### src/rtl/ipu_window_sequencer.sv
// ipu_window_sequencer: walks a frame in raster order, builds a zero-padded 5x5 window per pixel, runs one coprocessor convolution per window and writes the saturated result
//   clk, reset_n                  : clock, asynchronous active-low reset
//   start, mode, kernel_b         : frame start, filter select, 25x8-bit kernel
//   busy, done                    : status, end-of-frame pulse
//   src_addr/src_rdata            : source RAM read port (1-cycle latency)
//   dst_addr/dst_wdata/dst_we     : destination RAM write port
//   ipu_request, window_a/b, cop_*: coprocessor external-matrix interface
module ipu_window_sequencer #(
  parameter int IMG_W  = 160,
  parameter int IMG_H  = 120,
  parameter int ADDR_W = 15
) (
  input  logic              clk,
  input  logic              reset_n,
  input  logic              start,
  input  logic [1:0]        mode,
  input  logic [199:0]      kernel_b,
  output logic              busy,
  output logic              done,
  output logic [ADDR_W-1:0] src_addr,
  input  logic [7:0]        src_rdata,
  output logic [ADDR_W-1:0] dst_addr,
  output logic [7:0]        dst_wdata,
  output logic              dst_we,
  output logic              ipu_request,
  output logic [199:0]      window_a,
  output logic [199:0]      window_b,
  output logic [31:0]       cop_instruction,
  output logic              cop_activate,
  input  logic              cop_wait,
  input  logic              cop_done,
  input  logic [31:0]       cop_result
);
  typedef enum logic [2:0] {S_IDLE, S_FETCH, S_ISSUE, S_WAIT, S_WRITE} state_t;
  localparam logic signed [ADDR_W:0] TWO = 2;
  localparam logic signed [ADDR_W:0] W_S = (ADDR_W+1)'(IMG_W);
  localparam logic signed [ADDR_W:0] H_S = (ADDR_W+1)'(IMG_H);
  state_t              r_state;
  logic [ADDR_W-1:0]   r_x, r_y;
  logic [4:0]          r_k;
  logic [2:0]          r_r, r_c;
  logic                r_inb, r_armed;
  logic signed [ADDR_W:0] w_row, w_col;
  logic                w_inb, w_last;
  logic [ADDR_W-1:0]   w_addr;
  logic [7:0]          w_sat;
  logic [1:0]          w_mode;
  assign w_row  = $signed({1'b0, r_y}) + $signed({{(ADDR_W-2){1'b0}}, r_r}) - TWO;
  assign w_col  = $signed({1'b0, r_x}) + $signed({{(ADDR_W-2){1'b0}}, r_c}) - TWO;
  assign w_inb  = !w_row[ADDR_W] && !w_col[ADDR_W] && (w_row < H_S) && (w_col < W_S);
  assign w_addr = w_row[ADDR_W-1:0] * ADDR_W'(IMG_W) + w_col[ADDR_W-1:0];
  assign w_last = (r_x == ADDR_W'(IMG_W-1)) && (r_y == ADDR_W'(IMG_H-1));
  assign w_sat  = cop_result[23] ? 8'd0 : (|cop_result[22:8] ? 8'hFF : cop_result[7:0]);
  assign w_mode = (mode == 2'b00) ? 2'b01 : mode;
  assign src_addr    = (r_state == S_FETCH && r_k < 5'd25 && w_inb) ? w_addr : '0;
  assign busy        = r_state != S_IDLE;
  assign ipu_request = r_state == S_ISSUE || r_state == S_WAIT;
  assign window_b    = busy ? kernel_b : '0;
  always_ff @(posedge clk or negedge reset_n) begin
    if (!reset_n) begin
      r_state         <= S_IDLE;
      r_x             <= '0;
      r_y             <= '0;
      r_k             <= '0;
      r_r             <= '0;
      r_c             <= '0;
      r_inb           <= 1'b0;
      r_armed         <= 1'b0;
      done            <= 1'b0;
      dst_addr        <= '0;
      dst_wdata       <= '0;
      dst_we          <= 1'b0;
      window_a        <= '0;
      cop_instruction <= '0;
      cop_activate    <= 1'b0;
    end else begin
      case (r_state)
        S_IDLE: begin
          done <= 1'b0;
          if (start) begin
            r_x             <= '0;
            r_y             <= '0;
            r_k             <= '0;
            r_r             <= '0;
            r_c             <= '0;
            cop_instruction <= {28'd0, 2'b01, w_mode};
            r_state         <= S_FETCH;
          end
        end
        S_FETCH: begin
          // element k arrives one cycle after its address; shifting 25 times leaves element 0 in the low byte
          r_inb <= w_inb;
          if (r_k != 5'd0) window_a <= {r_inb ? src_rdata : 8'd0, window_a[199:8]};
          if (r_k == 5'd25) begin
            cop_activate <= 1'b1;
            r_state      <= S_ISSUE;
          end else begin
            r_k <= r_k + 5'd1;
            r_c <= (r_c == 3'd4) ? 3'd0 : r_c + 3'd1;
            r_r <= (r_c == 3'd4) ? r_r + 3'd1 : r_r;
          end
        end
        S_ISSUE: begin
          if (!cop_wait) begin
            cop_activate <= 1'b0;
            r_armed      <= 1'b0;
            r_state      <= S_WAIT;
          end
        end
        S_WAIT: begin
          // a done seen before the coprocessor has raised wait belongs to an earlier job
          if (cop_wait) r_armed <= 1'b1;
          if (r_armed && cop_done) begin
            dst_wdata <= w_sat;
            dst_addr  <= r_y * ADDR_W'(IMG_W) + r_x;
            dst_we    <= 1'b1;
            r_state   <= S_WRITE;
          end
        end
        S_WRITE: begin
          dst_we <= 1'b0;
          r_k    <= '0;
          r_r    <= '0;
          r_c    <= '0;
          if (w_last) begin
            done    <= 1'b1;
            r_state <= S_IDLE;
          end else begin
            r_x     <= (r_x == ADDR_W'(IMG_W-1)) ? '0 : r_x + 1'b1;
            r_y     <= (r_x == ADDR_W'(IMG_W-1)) ? r_y + 1'b1 : r_y;
            r_state <= S_FETCH;
          end
        end
        default: r_state <= S_IDLE;
      endcase
    end
  end
endmodule

### config.mk
export PLATFORM = sky130hd
export DESIGN_NAME = ipu_window_sequencer
export DESIGN_NICKNAME = d
export VERILOG_FILES = /design/src/rtl/ipu_window_sequencer.sv
export SDC_FILE = /design/constraint.sdc
export NUM_CORES = 1
export LEC_CHECK = 0
export CAP_MARGIN = 10
export CORE_AREA = 5 5 275 277
export DETAILED_ROUTE_END_ITERATION = 8
export DIE_AREA = 0 0 280 282
export MAX_ROUTING_LAYER = met4
export PLACE_DENSITY = 0.58
export SLEW_MARGIN = 25
export SYNTH_ARGS = -nofsm -noshare
export SYNTH_HDL_FRONTEND = slang
export SYNTH_SLANG_ARGS = --single-unit
### constraint.sdc
create_clock -name clk -period 6.9 [get_ports clk]
set_input_delay 1.725 -clock clk [delete_from_list [all_inputs] [get_ports clk]]
set_output_delay 1.725 -clock clk [all_outputs]
set_load 0.01 [all_outputs]
==> qor.csv <==
metric;value;unit
cp-end-kind;output pin;
dieArea;79000;um^2
path_delay_family;simple AND/OR/NAND/NOR gates;
hold-worst-slack;0.476;ns
grt_overflow;0;
ys.flop_type;dfrtp_1;
cpMaxStageDelayCell;clkdlybuf4s50_1;
start_kind;flop;
cts_hold_buf;0;
drive_above_1_share;12.9;%
grt_pass1_wl;112;mm
grt_start_max_net_pins;151;
ys_seq_area_share;43.5;%
rows;99;
ios;722;
cp.depth;15;
peakVddDrop;0.510;mV
post-route-period-util;96.8;%
place_hpwl;73.3;mm
multi_input_area;8340;um^2
reg2reg_depth;13;
yosys_register_bits;275;
drc;0;
area.sequential;6880;um^2
cp_num_buf_inv;4;
cts_tree;built;
rsz0062_at_grt;no;
cts.clk_slew.worst_paths;0.06;ns
drt_iter0_markers;799;
postSynthCellCount;1495;
critical_path_arrival;4.96;ns
fin_ws;0.219;ns
whs_path_depth;2;
fillers;7360;
crit_chain;inv_1 -> ha_1 -> inv_1 -> ha_1 -> fa_1 -> a211oi_2 -> o21bai_1 -> a21oi_1 -> xnor2_1 -> a221o_1 -> or4_1 -> nor4_4 -> buf_6 -> and2_1 -> clkdlybuf4s50_1;
worstSetupPathType;flop to output pin;
cts_root_buf;clkbuf_16;
outcome;completed;
critPathMaxStageDelay;0.62;ns
start_util;21.8;%
num_vias;13800;
fmax;150;MHz
finalSetupTns;0;ns
fin_skew;0.0259;ns
p_leak;11.1;nW
finalWeightedCongestion;1.03;
cp.required;5.18;ns
cts_inserted_buffers;34;
synth_area_per_cell;10.6;um^2
seq_power_share;21.1;%
slew_headroom;34.9;%
wirelength;85.0;mm
p_clk_share;17.5;%
max_slew.worst_pin.slew;0.964;ns
period_needed;6.68;ns
synth-async-reset-ratio;100;%
drt-vias-per-instance;4.35;
syn2layout_area_growth;57.1;%
synth_warnings;0;
core;72600;um^2
grt_pass1_vias;14000;
grt_usage;20.9;%
power_frac_comb;61.4;%
hold_class;flop to flop;
postRouteAntennaNets;0;
clock_sink_count;275;
power.density;400;nW/um^2
drt-wirelength-per-cell;26.9;um
p_sw_share;41.3;%
die_h;282;um
synth_edf_count;0;
setup_viol;0;
synth_cell_type_count;68;
crit_fanout;15;
place_ws;0.349;ns
first_pass_iters;5;
maxSlewViolCount;0;
max_cap_viol_count;0;
htreeDepth;2;
cts_buffer_depth;3;
hold_violations;0;
p_sw;4.11;mW
p_int;5.85;mW
clock_latency;0.54;ns
numPortBuffers;684;
fin_nets;2530;
die_w;280;um
antenna_found_initial;36;
syn_area;15800;um^2
## worst paths after layout
kind                               startpoint                   endpoint  slack, ns
setup / recovery           r_c[1]$_DFFE_PN0P_               src_addr[10]       0.22
hold / removal             dst_we$_DFFE_PN0P_         dst_we$_DFFE_PN0P_       0.48
setup reg to reg           r_c[1]$_DFFE_PN0P_          r_inb$_DFFE_PN0P_       3.32
hold reg to reg            dst_we$_DFFE_PN0P_         dst_we$_DFFE_PN0P_       0.48
max in group asynchronous             reset_n   window_a[11]$_DFFE_PN0P_       4.16
min in group asynchronous             reset_n  window_a[185]$_DFFE_PN0P_       1.10
## state kept, by name (all words and copies together), names as in the netlist, 3 cells and up
signal / cells
window_a: 200
r_x: 15
r_state: 3
cop_instruction: 3
r_r: 3
dst_addr: 15
r_y: 15
r_k: 5
dst_wdata: 8
r_c: 3
## power groups by stage
stage          Combinational [mW]  Clock [mW]  Sequential [mW]
4_1_cts                      6.06        1.81             2.10
3_3_place_gp                 6.00           0             2.11
6_report                     6.11        1.74             2.10
5_1_grt                      6.63        1.87             2.13
2_1_floorplan                3.42           0             2.15
3_5_place_dp                 6.00           0             2.13
## logic make-up after synthesis
logic type / synth area share [%]
other: 0.0237
and+or+nand+nor: 16.7
DFF: 43.5
muxes: 13.9
xor gates and xnor gates: 4.26
buffers and inverters: 4.95
adders and majority gates: 9.46
AOI/OAI and AO/OA: 7.19
## cells in the final DEF (no fill, tap or decap), drive strengths merged, types with 8 or more instances in the layout
cell type      netlist  layout
and3                 8       8
a21oi               46      46
ha                 110     110
o21bai               9       9
nor2b                8       8
clkbuf              54      51
buf                 37      16
xor2                18      18
nand3               28      28
o21ai               48      48
diode                0      10
a21o                17      17
conb                 1      29
nor3                19      19
nand2b               8       8
nor2                82      82
nor4                 8       8
inv                 84      86
o31ai               12      12
dfrtp              275     275
nand2               61      61
and2               219     219
xnor2               59      59
clkdlybuf4s50        0     678
mux2               195     195
## worst min-delay path, stage by stage, from the launching register on
cell	delay, ns
dfrtp_1	0.34
nand2_1	0.05
nand2_1	0.05
## area by class of cell
type | instances | area share (%)
Multi-Input combinational cell | 1073 | 33.5
Tap cell | 959 | 4.83
Inverter | 84 | 1.28
Clock buffer | 51 | 4.01
Timing Repair Buffer | 699 | 28.2
Antenna cell | 10 | 0.101
Clock inverter | 7 | 0.342
Sequential cell | 275 | 27.7
## synth_stat cells, types with 6 or more instances
| cell type | count | area share (%) |
|---|---|---|
| nand2b_1 | 8 | 0.32 |
| xnor2_1 | 59 | 3.3 |
| o21bai_1 | 9 | 0.43 |
| nor4_1 | 7 | 0.28 |
| nand4_1 | 7 | 0.28 |
| clkbuf_1 | 54 | 1.3 |
| mux2_2 | 195 | 14 |
| fa_1 | 6 | 0.76 |
| and3_1 | 8 | 0.32 |
| dfrtp_1 | 275 | 43 |
| nand3_1 | 28 | 0.89 |
| and2_1 | 219 | 8.7 |
| xor2_1 | 18 | 1.0 |
| nand2_1 | 61 | 1.4 |
| nor2_1 | 82 | 1.9 |
| inv_1 | 84 | 2.0 |
| o31ai_1 | 12 | 0.57 |
| o21a_1 | 6 | 0.28 |
| buf_4 | 29 | 1.4 |
| a21o_1 | 17 | 0.81 |
| nor2b_1 | 8 | 0.32 |
| a211oi_1 | 7 | 0.33 |
| nor3_1 | 19 | 0.60 |
| ha_1 | 110 | 8.7 |
| o21ai_0 | 48 | 1.5 |
| a21oi_1 | 45 | 1.4 |
## routing by layer
layer	track usage (%)	up-vias	routed length [um]
met2	35.6	604	42200
li1	-	6372	-
met3	4.92	95	5460
met4	5.21	0	2260
met5	-	-	0
met1	25.0	6680	35100
## metrics by stage
step                utilization (%)  std cells  instance area, um^2  power (mW)
floorplan                         -       1523                15900        5.57
global route                   34.2       3155                24900        10.6
CTS                            34.1       3147                24700        9.97
detailed placement             32.6       3088                23600        8.13
global placement               32.6       3088                23600        8.11
finish                         34.3       3158                24900        9.95
## what timing repair did
action	in CTS	in global routing
endpoints found under the setup margin	6	15
endpoints found under the hold margin	0	0
resized for setup	5	14
buffers inserted	1	0
(Power assumes the default switching activity.)
